===== src/rtl/mem_burst_reader.sv =====
// Burst reader: fetches 1..MAX_BURST consecutive image elements along a row or column,
// translating {row, col} to linear addresses and zero-padding out-of-image elements.
module mem_burst_reader #(
  parameter int DATA_W    = 16,
  parameter int COORD_W   = 16,
  parameter int ADDR_W    = 32,
  parameter int MAX_BURST = 4,
  parameter int MEM_LAT   = 1,
  parameter int LEN_W     = $clog2(MAX_BURST + 1)
) (
  input  logic                        CLK,
  input  logic                        RESET,
  input  logic                        START,
  input  logic [COORD_W-1:0]          ROW,
  input  logic [COORD_W-1:0]          COL,
  input  logic                        VERTICAL,
  input  logic [LEN_W-1:0]            LEN,
  input  logic                        SIGN_EXT,
  input  logic [ADDR_W-1:0]           BASE_ADDR,
  input  logic [COORD_W-1:0]          IMG_W,
  input  logic [COORD_W-1:0]          IMG_H,
  output logic [ADDR_W-1:0]           MEM_ADDR,
  output logic                        MEM_RE,
  input  logic [DATA_W-1:0]           ReadMem,
  output logic                        BUSY,
  output logic                        HANDSHAKE,
  output logic [DATA_W*MAX_BURST-1:0] READ
);

  localparam int RC_W = COORD_W + 1;
  localparam int RD_W = DATA_W * MAX_BURST;

  typedef enum logic [1:0] {IDLE, ISSUE, DRAIN, DONE} state_t;

  typedef struct packed {
    logic [COORD_W-1:0] row;
    logic [COORD_W-1:0] col;
    logic               vertical;
    logic [LEN_W-1:0]   len;
    logic               sign_ext;
    logic [ADDR_W-1:0]  base;
    logic [COORD_W-1:0] img_w;
    logic [COORD_W-1:0] img_h;
  } req_t;

  typedef struct packed {
    logic             valid;
    logic             pad;
    logic [LEN_W-1:0] slot;
  } tag_t;

  state_t            state_q, state_d;
  req_t              req_q, req_d, req_in, src;
  logic [LEN_W-1:0]  idx_q, idx_d, issue_k, len_eff;
  logic [ADDR_W-1:0] mem_addr_q, mem_addr_d, lin_addr;
  logic              mem_re_q, mem_re_d;
  logic [RD_W-1:0]   read_q, read_d;
  tag_t              pipe_q [MEM_LAT+1];
  tag_t              pipe_d [MEM_LAT+1];
  tag_t              exit_tag;
  logic [RC_W-1:0]   k_ext, r, c;
  logic              in_bounds, issue, last_cap;

  always_comb begin
    if (LEN == '0)                        len_eff = LEN_W'(1);
    else if (LEN > LEN_W'(MAX_BURST))     len_eff = LEN_W'(MAX_BURST);
    else                                  len_eff = LEN;
    req_in = '{row: ROW, col: COL, vertical: VERTICAL, len: len_eff, sign_ext: SIGN_EXT,
               base: BASE_ADDR, img_w: IMG_W, img_h: IMG_H};
  end

  // Element 0 is generated from the live inputs in the accept cycle so that the
  // registered address appears on the bus one cycle after START.
  always_comb begin
    src     = req_q;
    issue_k = idx_q + LEN_W'(1);
    if (state_q == IDLE) begin
      src     = req_in;
      issue_k = '0;
    end
    k_ext     = RC_W'(issue_k);
    r         = RC_W'(src.row) + (src.vertical ? k_ext : '0);
    c         = RC_W'(src.col) + (src.vertical ? '0 : k_ext);
    in_bounds = (r < RC_W'(src.img_h)) && (c < RC_W'(src.img_w));
    lin_addr  = src.base + ADDR_W'(r) * ADDR_W'(src.img_w) + ADDR_W'(c);
  end

  assign exit_tag = pipe_q[MEM_LAT];
  assign last_cap = (state_q == DRAIN) && exit_tag.valid &&
                    (exit_tag.slot == req_q.len - LEN_W'(1));

  // NOTE: every signal driven here gets a default first, so no path can infer a latch.
  always_comb begin
    state_d    = state_q;
    req_d      = req_q;
    idx_d      = idx_q;
    mem_addr_d = mem_addr_q;
    mem_re_d   = 1'b0;
    read_d     = read_q;
    issue      = 1'b0;
    pipe_d[0]  = '0;
    for (int i = 1; i <= MEM_LAT; i++) pipe_d[i] = pipe_q[i-1];

    unique case (state_q)
      IDLE: begin
        if (START) begin
          req_d   = req_in;
          idx_d   = '0;
          read_d  = '0;
          issue   = 1'b1;
          state_d = ISSUE;
        end
      end
      ISSUE: begin
        if (issue_k < req_q.len) begin
          idx_d = issue_k;
          issue = 1'b1;
        end else begin
          state_d = DRAIN;
        end
      end
      DRAIN:   if (last_cap) state_d = DONE;
      DONE:    state_d = IDLE;
      default: state_d = IDLE;
    endcase

    if (issue) begin
      pipe_d[0] = '{valid: 1'b1, pad: !in_bounds, slot: issue_k};
      if (in_bounds) begin
        mem_re_d   = 1'b1;
        mem_addr_d = lin_addr;
      end
    end

    if (exit_tag.valid)
      read_d[int'(exit_tag.slot)*DATA_W +: DATA_W] = exit_tag.pad ? '0 : ReadMem;

    if (last_cap && req_q.sign_ext && (req_q.len == LEN_W'(1)))
      read_d = {{(RD_W-DATA_W){read_d[DATA_W-1]}}, read_d[DATA_W-1:0]};
  end

  // NOTE: state uses non-blocking assignments so every flop samples pre-edge values.
  always_ff @(posedge CLK) begin
    if (RESET) begin
      state_q    <= IDLE;
      req_q      <= '0;
      idx_q      <= '0;
      mem_addr_q <= '0;
      mem_re_q   <= 1'b0;
      read_q     <= '0;
      // NOTE: the tag pipe is reset too; a stale valid bit would write READ after an abort.
      for (int i = 0; i <= MEM_LAT; i++) pipe_q[i] <= '0;
    end else begin
      state_q    <= state_d;
      req_q      <= req_d;
      idx_q      <= idx_d;
      mem_addr_q <= mem_addr_d;
      mem_re_q   <= mem_re_d;
      read_q     <= read_d;
      for (int i = 0; i <= MEM_LAT; i++) pipe_q[i] <= pipe_d[i];
    end
  end

  assign MEM_ADDR  = mem_addr_q;
  assign MEM_RE    = mem_re_q;
  assign BUSY      = (state_q == ISSUE) || (state_q == DRAIN);
  assign HANDSHAKE = (state_q == DONE);
  assign READ      = read_q;

endmodule


===== config.mk =====
export PLATFORM = sky130hd
export DESIGN_NAME = mem_burst_reader
export DESIGN_NICKNAME = d
export VERILOG_FILES = /design/src/rtl/mem_burst_reader.sv
export SDC_FILE = /design/constraint.sdc
export NUM_CORES = 1
export LEC_CHECK = 0
export ABC_AREA = 0
export CORE_ASPECT_RATIO = 1.4
export CORE_MARGIN = 2
export CORE_UTILIZATION = 30
export DETAILED_ROUTE_END_ITERATION = 10
export GPL_TIMING_DRIVEN = 1
export SYNTH_ARGS = -nofsm -noshare
export SYNTH_HDL_FRONTEND = slang
export SYNTH_SLANG_ARGS = --single-unit

===== constraint.sdc =====
create_clock -name CLK -period 8.6 [get_ports CLK]
set_input_delay 1.29 -clock CLK [delete_from_list [all_inputs] [get_ports CLK]]
set_output_delay 1.29 -clock CLK [all_outputs]
set_load 0.01 [all_outputs]

; ---- Yosys cells after proc, flatten, opt, wreduce, memory -nomap -nowiden
; Memory sizes are Yosys's and may differ from the RTL's.
; Index checks and enable logic that the tools add are counted.
[word_totals]
ff_bits = 203
mem_bits_rw = 10
input_bits = 120
elab_cells = 84
n_memories = 1
[mem_list]
columns = memory, words, width, read_ports, rd_ports_with_merged_regs, write_ports, line_no
row1 = pipe_q, 2, 5, 2, 0, 2, 58  ; tag_t pipe_q [MEM_LAT+1];
[op_classes]
n_addsub = 7
n_mul = 1
order_cmp = 4
eq_ne = 9
n_shift = 2
n_mux = 29
n_bitwise = 3
reduce_logical = 15
[op_table]
columns = cell, count
row1 = $mux 64, 4
row2 = $mux 101, 1
row3 = $bwmux 64, 1
row4 = $shift 16x33->64 const A, 1
row5 = $shiftx 16x33->64, 1
row6 = $add 16x3->17, 2
row7 = $lt 17x16->1, 2
row8 = $neg 7->33, 1
row9 = $add 32x17->32, 1
row10 = $add 32x32->32, 1
row11 = $mul 17x16->32, 1
row12 = $mux 3, 7
row13 = $mux 16, 1
row14 = $mux 5, 3
row15 = $ne 2x2->1 const B, 4
row16 = $pmux 2 s4, 1
row17 = $mux 1, 6
row18 = $mux 2, 3
row19 = $pmux 3 s2, 1
row20 = $reduce_and 3->1, 2
row21 = $logic_and 1x1->1, 5
row22 = $eq 2x2->1 const B, 2
row23 = $reduce_and 2->1, 2
row24 = $add 3x1->3 const B, 1
row25 = 15 further kinds, 16

; ---- Depth between registers and ports, before layout
[logic_depth]
depth_word = 11
mapped_depth = 42
ltp_nobuf = 36

; ---- Least setup slack after synthesis
; Ideal clock, no wire load.
[synth_path]
path_kind = register -> register
startpoint = reg state_q[0]
endpoint = reg mem_addr_q[26] (netlist: MEM_ADDR[26])
t_arrival_ps = 9349
path_slack_ps = -864
stages_incl_launch_ff = 39
path_cell_list = dfxtp_1 > inv_1 > ha_1 > buf_6 > buf_2 > buf_4 > buf_2 > buf_2 > buf_1 > mux2_2 > ha_1 > inv_1 > fa_1 > nand2b_1 > a221oi_4 > nand3_2 > nor3b_4 > nand2_1 > [3 not listed] > nand2_1 > fa_1 > inv_1 > fa_1 > fa_1 > fa_1 > fa_1 > inv_1 > fa_1 > inv_1 > ha_1 > a21o_1 > a21oi_1 > o21ai_0 > and2_1 > a311o_1 > or3_1 > a31o_1
[synth_via]
elab_chain_len = 7
word_cells_on_any_way = 18
cone_classes = 4 x add/sub / 1 x mul / 3 x order compare / 1 x eq/ne / 6 x mux / 3 x reduce/logical
[synth_lines]
columns = item, line_no
row1 = start: declaration, 52  ; state_t state_q, state_d;
row2 = start signal: assignment, 154  ; state_q <= state_d;
row3 = $logic_not 2->1, "77, 104"
row4 = $mux 3 / $mux 101 (equally long branches), 77  ; if (state_q == IDLE) begin
row5 = $mux 3 (on tied branches), "82, 83"
row6 = $add 16x3->17 (on tied branches), "82, 83"
row7 = $mul 17x16->32 / $lt 17x16->1 (equally long branches), "85, 84"
row8 = $add 32x32->32 / $logic_and 1x1->1 (equally long branches), "85, 84"
row9 = $add 32x17->32 / $reduce_and 2->1 (equally long branches), -
row10 = end signal: assignment, 157  ; mem_addr_q <= mem_addr_d;
row11 = end: declaration, 55  ; logic [ADDR_W-1:0] mem_addr_q, mem_addr_d, lin_addr;
; Several ways; a longest one is shown, not always the timed one.
; A chain may end at the register's enable or synchronous reset.

; ---- Final worst setup path
[layout_path]
startpoint = in ROW[0]
endpoint = reg mem_addr_q[28] (netlist: MEM_ADDR[28])
[layout_via]
elab_chain_len = 5
word_cells_on_any_way = 8
cone_classes = 3 x add/sub / 1 x mul / 1 x order compare / 1 x mux / 2 x reduce/logical
[layout_lines]
columns = item, line_no
row1 = start: declaration, 14  ; input logic [COORD_W-1:0] ROW,
row2 = $mux 101 *, 77
row3 = $add 16x3->17 *, 82  ; r = RC_W'(src.row) + (src.vertical ? k_ext : '0);
row4 = $mul 17x16->32 / $lt 17x16->1 (equally long branches), "85, 84"
row5 = $add 32x32->32 / $logic_and 1x1->1 (equally long branches), "85, 84"
row6 = $add 32x17->32 / $reduce_and 2->1 (equally long branches), -
; Every way passes the cells marked *; elsewhere a longest branch is shown, timed or not.

==> results list <==
* Slowest cell on the critical path: sky130_fd_sc_hd__fa_1
- Share of synthesized cell area in and, or, nand and nor gates: 0.1742
- For this run, the number of standard cells in the final layout without fillers is approximately 3800.
- Maximum number of pins on one net before global-route repair: 93
- In this run the number of H-tree levels came out at 1.
- Total length of routed wires: a little over 70000 microns
* XOR/XNOR Fraction of Synth Area: 0.02954
* Bufs on Longest Clock Path: 3
- STA puts the critical path data required time at approximately 9000 ps.
* Post-route DRC violation count: 0
- Slew Viols, Final: 0
* Post-synthesis adder-cell area fraction: 0.3349
* Kind of start point of the critical path: input port
* Final period util: 0.9644
- Post-Synthesis Mean Instance Area: ~8.3 sq um
- In this run, the number of DRC markers left after iteration 0 of detailed routing was ~900.
- At the worst endpoint, the arrival time is 8720 ps.
- At the pin with the least slew margin, the transition time is around 1300 ps.
- The number of antenna diodes in the final layout is 0.
* Proportion of synthesized chip area in sequential cells: 0.2063
- Number of warnings reported in the yosys synthesis log: 0
- The initial utilization of the core area, before any placement, comes to 0.3039.
- Worst setup path class: in -> reg
- For this run the aggregate overflow at the end of global routing stands at 0.
* Pre-antenna DRT Iters: 5
- Yosys top cell by area: sky130_fd_sc_hd__fa_1
- The number of different library cells used by synthesis comes to roughly 70.
- Most frequent cell on the critical path: sky130_fd_sc_hd__fa_1
- Yosys reg bits: between 200 and 250
- For this run, the slowest stage of the critical path takes approximately 520 ps.
* Share of synthesized registers carrying an async set or reset: 0
* Area fraction of the dominant cell type after synthesis: 0.2489
* Run status: finished, final reports clean
* Layout cells sized above 1: 0.1329
- Across every metal layer, demand over resource in global routing totals 0.2005.
- Cell types with the largest area share after synthesis: sky130_fd_sc_hd__fa_1 (25%), sky130_fd_sc_hd__dfxtp_1 (21%), sky130_fd_sc_hd__ha_1 (8.6%)
- Initial antenna violation count: 2
* Max Clock Freq: 120.6 MHz
* Vias per inst: 4.776
- Root Driver: sky130_fd_sc_hd__clkbuf_16
- In this run the cell area of the synthesized design comes to about 21000 sq um.
* Final hold slack: between 400 and 500 ps
* Placed wire-length estimate: about 57000 microns
* CP endpoint kind: flop
- Final number of setup-violating endpoints: 0
* Num rows: about 110
- Multiplexer fraction of the synthesized cell area: 0.05696
* Port Buffer Count: 218
* Number of synthesized flops with an enable pin: 0
- Among all flip-flop cells after synthesis, the most frequent one is sky130_fd_sc_hd__dfxtp_1.
- Across the routed clock network, the largest skew measured is approximately 13 ps.
* Clock transition at path regs: 60 ps
- In this run, placement finished with an instance count of ~3700.
* Path class of the lowest-slack min-delay path: reg -> reg
* Number of cells produced by synthesis: approximately 2500
* Die Outline Area: roughly 71000 sq um
* Shortest clock period the worst path allows after layout: roughly 8300 ps
- Number of global-route vias before repair: approximately 18000
- Number of nets in the finished design: 3359
* Top post-synthesis cells by count: sky130_fd_sc_hd__inv_1 (375), sky130_fd_sc_hd__nand2_1 (345), sky130_fd_sc_hd__nor2_1 (291), sky130_fd_sc_hd__fa_1 (257), sky130_fd_sc_hd__dfxtp_1 (213)
- The later pin in the worst-skew pair is clocked with a latency of 580 ps.
- Number of maximum-capacitance constraint violations: 0
- Number of nets produced by synthesis: between 3000 and 4000
- TritonCTS built the clock tree.
* Vertical die dimension: 314.6 microns
- Along the worst path, the maximum fanout reaches 8.
- In the post-synthesis netlist, the cell with the most instances is sky130_fd_sc_hd__inv_1.
* Combinational family with the most area after synthesis: adder cells
- Final number of hold-violating endpoints: 0
* Number of nets with antenna violations after detailed routing: 0
- Unrepaired setup endpoints after global routing: no
- Number of vias after detailed routing: about 18000
- Worst slew margin relative to its limit: 0.1514
* Cell area after layout: roughly 26000 sq um
- Compound-gate portion of the synthesized area: 0.1038
* I/O pin total: 219
* Number of clock sinks: 213
- At the end of routability-driven placement, the weighted congestion stood at 0.9861.
- The floorplan step set the die width to roughly 230 microns.
- TritonCTS created 25 clock buffers.
* Wire length of the first global-routing pass: 108400 microns
- Growth of design area from synthesis to finish: 28.13%
* Total negative setup slack: 0 ps
- After detailed routing, the average wire length per cell comes to 18.88 microns.
- The region available for standard cell placement spans 68010 sq um.
- Post-detailed-placement cell area: between 20000 and 30000 sq um
## cells by family after synthesis
kind of cell	Yosys count
buf+inv	507
fa+ha+maj	399
mux	110
compound gates	366
simple gates	833
xor+xnor	65
flops	213
## state kept, by name, summed over array words and instances, names as in the netlist
register and cells:
pipe_q 10, MEM_ADDR 32, req_q 101, READ 64, idx_q 3, MEM_RE 1, state_q 2
## area by class of cell
class / count / area (sq um)
clock buffer: 31 / 668.1
clock inverter: 15 / 260.3
fill: 6995 / 41520
inverter: 389 / 1466
multi-input combinational: 1773 / 14710
sequential: 213 / 4267
tap: 920 / 1151
timing repair buffer: 438 / 3960
## worst max-delay path, delay by kind of cell
family	cells	cell delay, ps
mux	2	520
fa+ha+maj	9	3660
xor+xnor	1	140
buf+inv	8	700
simple gates	6	900
compound gates	7	1460
## layer usage
layer | vias up | share of wire | global-route usage | routed length [microns]
li1 | 8604 | - | - | -
met1 | 8722 | 0.38 | 0.2241 | 26760
met5 | - | 0.00018 | 0 | 13
met4 | 2 | 0.068 | 0.1171 | 4871
met3 | 169 | 0.053 | 0.03276 | 3764
met2 | 551 | 0.50 | 0.3575 | 35950
## path summary, 6_finish.rpt
check / slack (ps) / endpoint / cells past startpoint / start
max: 310 / MEM_ADDR[28]$_SDFFE_PP0P_ / 33 / ROW[0]
min: 440 / pipe_q[0][7]$_SDFF_PP0_ / 1 / pipe_q[0][2]$_SDFF_PP0_
max reg2reg: 310 / MEM_ADDR[28]$_SDFFE_PP0P_ / 31 / idx_q[0]$_SDFFE_PP0P_
min reg2reg: 440 / pipe_q[0][7]$_SDFF_PP0_ / 1 / pipe_q[0][2]$_SDFF_PP0_
## layout by cell type (no fill, tap or decap), drive strengths merged, types with 4 or more instances in the layout
cell	netlist	routed
inv	377	379
nand2	345	345
nor2	291	291
fa	257	257
buf	23	220
clkdlybuf4s50	0	214
dfxtp	213	213
a21oi	194	194
ha	142	142
mux2i	71	71
o21ai	52	52
a31oi	51	51
nand3	50	50
xnor2	43	43
nand2b	40	40
mux2	39	39
clkbuf	95	32
xor2	22	22
nor3	21	21
nor2b	18	18
and2	16	16
a21o	15	15
clkinv	12	14
a211oi	12	12
nand4	11	11
or2	9	9
nand3b	8	8
o211ai	7	7
o21a	6	6
bufinv	0	6
a2111oi	6	6
clkinvlp	0	5
nand4b	5	5
and3	5	5
nor4	4	4
## per-stage QoR
stage	util	setup slack [ps]
floorplan	-	14.67
global placement	0.3718	-503.6
detailed placement	0.3718	-604.8
CTS	0.3857	9.941
global route	0.3894	19.29
finish	0.3894	306.5
## repair_timing
action	in CTS	in global routing
buffers inserted	0	11
hold buffers	0	0
endpoints found under the setup margin	3	18
pin swaps	0	36
gates resized for setup	2	42
Power is not shown: default switching activity piles up to over one toggle a cycle in this logic, so the estimate is an artifact.
